**src/rtl/pipelined_adder.sv**
```systemverilog
// Pipelined N-bit add/subtract built from CHUNK-bit ripple segments, one register stage per segment.
// Optional macro PIPELINED_ADDER_SATURATE_EN clamps sum to the signed limit on overflow.
module pipelined_adder #(
  parameter int N     = 8,
  parameter int CHUNK = 4
) (
  input  logic         clk,
  input  logic         rst,
  input  logic         in_valid,
  output logic         in_ready,
  input  logic [N-1:0] a,
  input  logic [N-1:0] b,
  input  logic         cin,
  input  logic         sub,
  output logic         out_valid,
  input  logic         out_ready,
  output logic [N-1:0] sum,
  output logic         cout,
  output logic         ovf
);

  if (CHUNK < 1 || (N % CHUNK) != 0) begin : g_bad_cfg
    $error("pipelined_adder: N must be a positive multiple of CHUNK");
  end

  localparam int S = N / CHUNK;

  // Handshake: a transfer happens on a side when its valid and ready are both high
  // at the rising edge; the whole pipeline moves together only when advance is high.
  logic advance;

  // Stage registers: operand skew (b already inverted for subtract), partial result, carry, valid.
  logic [N-1:0] a_q   [S];
  logic [N-1:0] b_q   [S];
  logic [N-1:0] res_q [S];
  logic [S-1:0] c_q;
  logic [S-1:0] v_q;
  logic         ovf_q;

  // What each stage sees at its input: stage 0 from the ports, stage k from stage k-1.
  logic [N-1:0] a_s   [S];
  logic [N-1:0] b_s   [S];
  logic [N-1:0] r_s   [S];
  logic [S-1:0] c_s;
  logic [S-1:0] v_s;

  logic [CHUNK:0] part  [S];
  logic [N-1:0]   res_d [S];
  logic           ovf_d;
  logic           msb_carry_in;

  assign advance  = !out_valid || out_ready;
  assign in_ready = advance;

  always_comb begin
    a_s[0] = a;
    b_s[0] = sub ? ~b : b;
    r_s[0] = '0;
    c_s[0] = sub | cin;
    v_s[0] = in_valid;
    for (int k = 1; k < S; k++) begin
      a_s[k] = a_q[k-1];
      b_s[k] = b_q[k-1];
      r_s[k] = res_q[k-1];
      c_s[k] = c_q[k-1];
      v_s[k] = v_q[k-1];
    end
  end

  always_comb begin
    for (int k = 0; k < S; k++) begin
      part[k] = {1'b0, a_s[k][k*CHUNK +: CHUNK]}
              + {1'b0, b_s[k][k*CHUNK +: CHUNK]}
              + {{CHUNK{1'b0}}, c_s[k]};
      res_d[k] = r_s[k];
      res_d[k][k*CHUNK +: CHUNK] = part[k][CHUNK-1:0];
    end
    // Carry into the MSB recovered from the MSB sum bit and its two operand bits.
    msb_carry_in = a_s[S-1][N-1] ^ b_s[S-1][N-1] ^ part[S-1][CHUNK-1];
    ovf_d        = msb_carry_in ^ part[S-1][CHUNK];
`ifdef PIPELINED_ADDER_SATURATE_EN
    if (ovf_d) begin
      res_d[S-1] = a_s[S-1][N-1] ? {1'b1, {(N-1){1'b0}}} : {1'b0, {(N-1){1'b1}}};
    end
`endif
  end

  // Data registers load only alongside a valid token, so sum stays at its reset value
  // until the first real result appears.
  always_ff @(posedge clk) begin
    if (rst) begin
      for (int k = 0; k < S; k++) begin
        a_q[k]   <= '0;
        b_q[k]   <= '0;
        res_q[k] <= '0;
      end
      c_q   <= '0;
      v_q   <= '0;
      ovf_q <= 1'b0;
    end else if (advance) begin
      for (int k = 0; k < S; k++) begin
        v_q[k] <= v_s[k];
        if (v_s[k]) begin
          a_q[k]   <= a_s[k];
          b_q[k]   <= b_s[k];
          res_q[k] <= res_d[k];
          c_q[k]   <= part[k][CHUNK];
        end
      end
      if (v_s[S-1]) begin
        ovf_q <= ovf_d;
      end
    end
  end

  assign out_valid = v_q[S-1];
  assign sum       = res_q[S-1];
  assign cout      = c_q[S-1];
  assign ovf       = ovf_q;

endmodule
```
**config.mk**
```make
export PLATFORM = sky130hd
export DESIGN_NAME = pipelined_adder
export DESIGN_NICKNAME = d
export VERILOG_FILES = /design/src/rtl/pipelined_adder.sv
export SDC_FILE = /design/constraint.sdc
export NUM_CORES = 1
export LEC_CHECK = 0
export CORE_ASPECT_RATIO = 0.6
export CORE_UTILIZATION = 35
export CTS_CLUSTER_SIZE = 20
export DETAILED_ROUTE_END_ITERATION = 8
export PLACE_DENSITY = 0.65
export SETUP_SLACK_MARGIN = 0.3
export SLEW_MARGIN = 25
export SYNTH_ARGS = -nofsm -noshare
export SYNTH_HDL_FRONTEND = slang
export SYNTH_SLANG_ARGS = --single-unit
```
**constraint.sdc**
```tcl
create_clock -name clk -period 5.05 [get_ports clk]
set_input_delay 1.01 -clock clk [delete_from_list [all_inputs] [get_ports clk]]
set_output_delay 1.01 -clock clk [all_outputs]
set_load 0.02 [all_outputs]
```
==> PnR_summary.wiki, run 1 <==
{| class="wikitable"
! Metric !! Value
|-
| Die area || 4040 um2
|-
| Final setup violating endpoints || 0
|-
| Overall track demand over capacity in global routing || 12.5%
|-
| Via count of the first global-routing pass || 768
|-
| Routed wire length per instance || 12.4 um
|-
| Fraction of layout instances using a drive strength above 1 || 14.0%
|-
| 1st-pass router iterations || 4
|-
| GPL Wtd Cong || 0.727
|-
| Leakage power summed over all cells || 0.000661 uW
|-
| Register bit count reported by yosys || 25
|-
| Largest buffer count on any clock path || 2
|-
| Pin count of the biggest net entering global routing || 14
|-
| Count of cells resized by post-cts repair || 0
|-
| Wire length of the first global-routing pass || 3590 um
|-
| Logic depth of the worst register-to-register path || 8
|-
| Hold slack final || 0.524 ns
|-
| Register area share after synthesis || 52.9%
|-
| Peak supply drop || 115 uV
|-
| Clk_lat worst skew || 0.26 ns
|-
| Critical path arrival || 2.31 ns
|-
| Iteration-0 DRC Markers || 31
|-
| I/O pin cnt || 34
|-
| Syn-to-layout area delta || 29.9%
|-
| Post-detailed-routing wire length || 2240 um
|-
| RSZ-0062 raised after global routing || no
|-
| Most used standard cell by instance count after synthesis || sky130_fd_sc_hd__edfxtp_1
|-
| Total number of nets in the final design || 169
|-
| Type of element capturing the critical path || output pin
|-
| Initial core utilization || 38.7%
|-
| Critical Path Fanout Max || 7
|-
| Setup bufs post-CTS || 0
|-
| Cell count after synthesis || 104
|-
| Die Width || 81.4 um
|-
| Detail Placement HPWL || 1790 um
|-
| Post-synthesis net count || 136
|-
| Number of endpoints with negative hold slack in the final report || 0
|-
| Cell type contributing the most total cell area after synthesis || sky130_fd_sc_hd__edfxtp_1
|-
| Cts hold-fix bufs || 0
|-
| Share of the synthesized area in the top cell type || 45.3%
|-
| Placeable core area || 3420 um2
|-
| Number of antenna cells inserted || 0
|-
| Worst slew pin tran || 0.591 ns
|-
| Hold Path Cell Cnt || 1
|-
| Maximum operating frequency || 301 MHz
|-
| Total power per unit cell area || 283 nW/um2
|-
| CTS tree || built
|-
| Via count || 811
|-
| Max-cap violations || 0
|-
| Vertical die dimension || 49.7 um
|-
| Primary FF master, synth || sky130_fd_sc_hd__edfxtp_1
|-
| Number of antenna violations at the first check in global routing || 0
|-
| Ranking of synthesized cells by instance count || sky130_fd_sc_hd__edfxtp_1, sky130_fd_sc_hd__and2_1, sky130_fd_sc_hd__nor2_2
|-
| Total Neg Setup Slack || 0 ns
|-
| Count of buffers inserted at the top-level ports || 33
|-
| Clock Skews || 0.00575 ns
|-
| Overflow after GRT || 0
|-
| Vias per std cell || 4.48
|-
| Number of enable flip-flop cells after synthesis || 20
|-
| Worst min path class || reg2reg
|-
| CTS Sinks || 25
|-
| Antenna-violating nets left || 0
|-
| Cell types with the largest area share after synthesis || sky130_fd_sc_hd__edfxtp_1, sky130_fd_sc_hd__dfxtp_1, sky130_fd_sc_hd__fa_1
|-
| Yosys warnings || 0
|-
| Standard-cell row count || 16
|-
| Total clock buffers created by CTS || 3
|-
| Final Max Tran Viols || 0
|-
| Worst EP required || 4.04 ns
|-
| Remaining max-slew budget at the tightest pin || 60.4%
|-
| Clock slew at reported path FFs || 0.08 ns
|-
| Avg Synthesized Cell Area || 12.7 um2
|-
| Share of async-settable or async-resettable flops after synthesis || 0%
|-
| Period minus WS final || 3.32 ns
|-
| Syn Std Cell Area || 1330 um2
|-
| Remaining DRCs || 0
|-
| Result of the run || finished, final reports clean
|-
| Startpoint-to-endpoint class of the critical path || in2out
|-
| Period utilization || 65.8%
|-
| Max H-tree Level || 1
|-
| Clock Tree Root || sky130_fd_sc_hd__clkbuf_8
|-
| Worst R2R Setup Slack || 3.13 ns
|-
| Kind of start point of the critical path || input port
|-
| Count of distinct cell types in the synthesized netlist || 26
|}
## path summary, 6_finish.rpt
check / start / endpoint
max: out_ready / in_ready
min: res_q[0][3] / res_q[0][11]
max reg2reg: b_q[0][4] / ovf
min reg2reg: res_q[0][3] / res_q[0][11]
## metrics by stage
step,util [%],setup WS [ns],power (uW),instances,instance area (um2)
3_3_place_gp,48.8,1.59,374,177,1670
4_1_cts,50.1,1.73,493,181,1720
3_5_place_dp,48.8,1.53,378,177,1670
6_report,50.3,1.73,487,181,1720
2_1_floorplan,-,2.18,332,104,1330
5_1_grt,50.3,1.68,514,181,1720
## layer usage
metal | routed length, um | up-vias | GRT usage [%]
li1 | - | 419 | -
met1 | 1080 | 370 | 16.4
met2 | 1090 | 22 | 20.1
met3 | 70 | 0 | 3.89
met4 | 0 | 0 | 2.68
met5 | 0 | - | 0
## area by class of cell
cell class                 instances  area, um2
clock buffer                       4       45.0
inverter                           5       18.8
sequential                        25        701
fill                             315       1700
multi-input combinational         69        571
timing repair buffer              33        330
tap                               45       56.3
## cells in the final DEF, fill, tap and decap left out
cell,count
sky130_fd_sc_hd__a211oi_1,2
sky130_fd_sc_hd__a21o_1,4
sky130_fd_sc_hd__a21oi_1,5
sky130_fd_sc_hd__a21oi_2,1
sky130_fd_sc_hd__a311oi_1,2
sky130_fd_sc_hd__and2_1,11
sky130_fd_sc_hd__clkbuf_1,1
sky130_fd_sc_hd__clkbuf_8,3
sky130_fd_sc_hd__clkdlybuf4s50_1,33
sky130_fd_sc_hd__dfxtp_1,5
sky130_fd_sc_hd__edfxtp_1,20
sky130_fd_sc_hd__fa_1,4
sky130_fd_sc_hd__ha_1,6
sky130_fd_sc_hd__inv_1,4
sky130_fd_sc_hd__inv_2,1
sky130_fd_sc_hd__nand2_1,3
sky130_fd_sc_hd__nand2b_1,1
sky130_fd_sc_hd__nand3b_1,1
sky130_fd_sc_hd__nor2_1,2
sky130_fd_sc_hd__nor2_2,10
sky130_fd_sc_hd__nor2b_4,1
sky130_fd_sc_hd__nor3_2,1
sky130_fd_sc_hd__or2_2,1
sky130_fd_sc_hd__or3_4,1
sky130_fd_sc_hd__xnor2_1,7
sky130_fd_sc_hd__xor2_1,6
## report_power, final
| group | total, uW | leakage, uW | internal (uW) | switching (uW) |
|---|---|---|---|---|
| Combinational | 119 | 0.000381 | 60.5 | 58.5 |
| Clock | 115 | 0.0000228 | 56.3 | 59.1 |
| Sequential | 252 | 0.000257 | 245 | 7.37 |
## flip-flops by register name (all words and copies together), names as in the netlist
register,count
a_q,4
v_q,2
b_q,4
res_q,12
ovf,1
c_q,2
## worst max-delay path, stage by stage
cell	delay, ns
sky130_fd_sc_hd__clkdlybuf4s50_1	0.50
sky130_fd_sc_hd__nor2b_4	0.07
sky130_fd_sc_hd__inv_2	0.11
sky130_fd_sc_hd__clkdlybuf4s50_1	0.62
## cells by family after synthesis
logic type	Yosys count	share of synthesized area, %
AOI/OAI and AO/OA	14	7.27
xor gates and xnor gates	13	8.59
adders and majority gates	10	11.7
buffers and inverters	10	4.44
DFF	25	52.9
and+or+nand+nor	32	15.1
(Power assumes the default switching activity.)
==> inputs of run 2 (changes only) <==
==> constraint.sdc (replaced) <==
create_clock -name clk -period 3.1 [get_ports clk]
set_input_delay 0.62 -clock clk [delete_from_list [all_inputs] [get_ports clk]]
set_output_delay 0.62 -clock clk [all_outputs]
set_load 0.02 [all_outputs]
==> PnR_summary.wiki, run 2 (synthesis results as in run 1) <==
{| class="wikitable"
! Metric !! Value
|-
| Pin count of the biggest net entering global routing || 14
|-
| Type of element capturing the critical path || flip-flop
|-
| Max H-tree Level || 1
|-
| Setup slack of the critical path after layout || 0.393 ns
|-
| Setup slack after placement || 0.0945 ns
|-
| Antenna-violating nets left || 0
|-
| Area used by multi-input combinational logic || 571 um2
|-
| GPL Wtd Cong || 0.740
|-
| Detail Placement HPWL || 1780 um
|-
| Die area || 4040 um2
|-
| Total clock buffers created by CTS || 3
|-
| Largest buffer count on any clock path || 2
|-
| Delay of the slowest critical-path stage || 0.52 ns
|-
| Clock Tree Root || sky130_fd_sc_hd__clkbuf_8
|-
| Startpoint-to-endpoint class of the critical path || in2reg
|-
| Max reg flops || 12
|-
| Fraction of layout instances using a drive strength above 1 || 15.2%
|-
| Period utilization || 87.3%
|-
| I/O pin cnt || 34
|-
| Vertical die dimension || 49.7 um
|-
| Area occupied by registers || 701 um2
|-
| Via count || 833
|-
| CTS Sinks || 25
|-
| Combinational share of power || 24.9%
|-
| Worst slew pin tran || 0.608 ns
|-
| Number of antenna cells inserted || 0
|-
| Critical Path Fanout Max || 5
|-
| Wire length of the first global-routing pass || 3710 um
|-
| Overflow after GRT || 0
|-
| Cell Area, Placed || 1690 um2
|-
| Sequential Power Share || 51.4%
|-
| Via count of the first global-routing pass || 831
|-
| Clock Skews || 0.00144 ns
|-
| Worst min path class || reg2reg
|-
| Setup bufs post-CTS || 0
|-
| Initial core utilization || 38.7%
|-
| Worst EP required || 3.25 ns
|-
| Kind of start point of the critical path || input port
|-
| Critical path arrival || 2.85 ns
|-
| Peak supply drop || 207 uV
|-
| Final std cell area, no fill || 1740 um2
|-
| Syn-to-layout area delta || 31.1%
|-
| CP max stage cell || sky130_fd_sc_hd__clkdlybuf4s50_1
|-
| Die Width || 81.4 um
|-
| 1st-pass router iterations || 4
|-
| Count of buffers inserted at the top-level ports || 33
|-
| Remaining DRCs || 0
|-
| RSZ-0062 raised after global routing || no
|-
| Routed wire length per instance || 12.5 um
|-
| # fillers || 309
|-
| Final Max Tran Viols || 0
|-
| Most frequent cell on the critical path || sky130_fd_sc_hd__fa_1
|-
| Crit path buf inv count || 1
|-
| Net switching power of the design || 206 uW
|-
| Final setup violating endpoints || 0
|-
| Total number of nets in the final design || 171
|-
| Maximum operating frequency || 369 MHz
|-
| Result of the run || finished, final reports clean
|-
| Clock slew at reported path FFs || 0.08 ns
|-
| Clk_lat worst skew || 0.26 ns
|-
| Ordered list of cells on the worst path || clkdlybuf4s50_1 -> or2_2 -> fa_1 -> fa_1 -> a21o_1 -> a211oi_2 -> a211oi_1
|-
| Leading cell types in the layout, fill and taps excluded || sky130_fd_sc_hd__clkdlybuf4s50_1, sky130_fd_sc_hd__edfxtp_1, sky130_fd_sc_hd__and2_1
|-
| Largest Register || res_q
|-
| Period minus WS final || 2.71 ns
|-
| Top delay family on crit path || adder cells
|-
| Sw Ratio || 25.9%
|-
| Part of the power in the clock network || 23.7%
|-
| Power Internal || 592 uW
|-
| Most common library cell in the layout ignoring fill and taps || sky130_fd_sc_hd__clkdlybuf4s50_1
|-
| Leakage power summed over all cells || 0.000671 uW
|-
| Total Neg Setup Slack || 0 ns
|-
| CTS tree || built
|-
| Standard-cell row count || 16
|-
| Worst R2R Setup Slack || 1.22 ns
|-
| Power consumption || 799 uW
|-
| Placeable core area || 3420 um2
|-
| Top flop regs || res_q: 12 flops, a_q: 4 flops, b_q: 4 flops
|-
| Iteration-0 DRC Markers || 30
|-
| Max-cap violations || 0
|-
| Number of antenna violations at the first check in global routing || 0
|-
| Remaining max-slew budget at the tightest pin || 59.5%
|-
| Vias per std cell || 4.55
|-
| Total power per unit cell area || 460 nW/um2
|-
| Overall track demand over capacity in global routing || 12.7%
|-
| Post-detailed-routing wire length || 2290 um
|-
| Number of endpoints with negative hold slack in the final report || 0
|}
==> run 2: repair_timing <==
item | 4_1_cts | 5_1_grt
gates resized for setup | 0 | 1
endpoints found under the setup margin | 0 | 1
hold buffers | 0 | 0
==> run 2: worst min-delay path: stages, from the launching register on <==
cell and delay, ns:
sky130_fd_sc_hd__dfxtp_1 0.32, sky130_fd_sc_hd__a21oi_1 0.11, sky130_fd_sc_hd__a311oi_1 0.05
==> run 2: final timing paths <==
check / from / to / depth (start not counted)
max reg2reg: b_q[0][4] / ovf / 8
min reg2reg: ovf / ovf / 2
max: sub / c_q[0] / 7
min: ovf / ovf / 2
==> run 2: per-stage QoR <==
step	std cells	utilization, %	hold WS [ns]
2_1_floorplan	104	-	0.472
3_3_place_gp	179	49.3	0.502
3_5_place_dp	179	49.3	0.505
4_1_cts	183	50.6	0.521
5_1_grt	183	50.7	0.559
6_report	183	50.7	0.518
==> run 2: layer usage <==
metal	vias up	track usage [%]	share of wire [%]
met2	24	21.1	49
met3	0	4.26	5.1
met5	-	0	0
met1	390	15.5	46
li1	419	-	-
met4	0	3.57	0
==> run 2: cell type report <==
type	instances	share of cell area [%]
Tap cell	45	3.24
Inverter	5	1.08
Multi-Input combinational cell	69	32.9
Sequential cell	25	40.3
Timing Repair Buffer	35	19.9
Clock buffer	4	2.59
==> run 2: power groups by stage <==
| stage | sequential [uW] | clock, uW | combinational, uW |
|---|---|---|---|
| after CTS | 411 | 195 | 199 |
| final | 410 | 189 | 199 |
| after floorplan | 433 | 0 | 107 |
| after detailed placement | 419 | 0 | 198 |
| after global routing | 414 | 211 | 219 |
| after global placement | 418 | 0 | 194 |
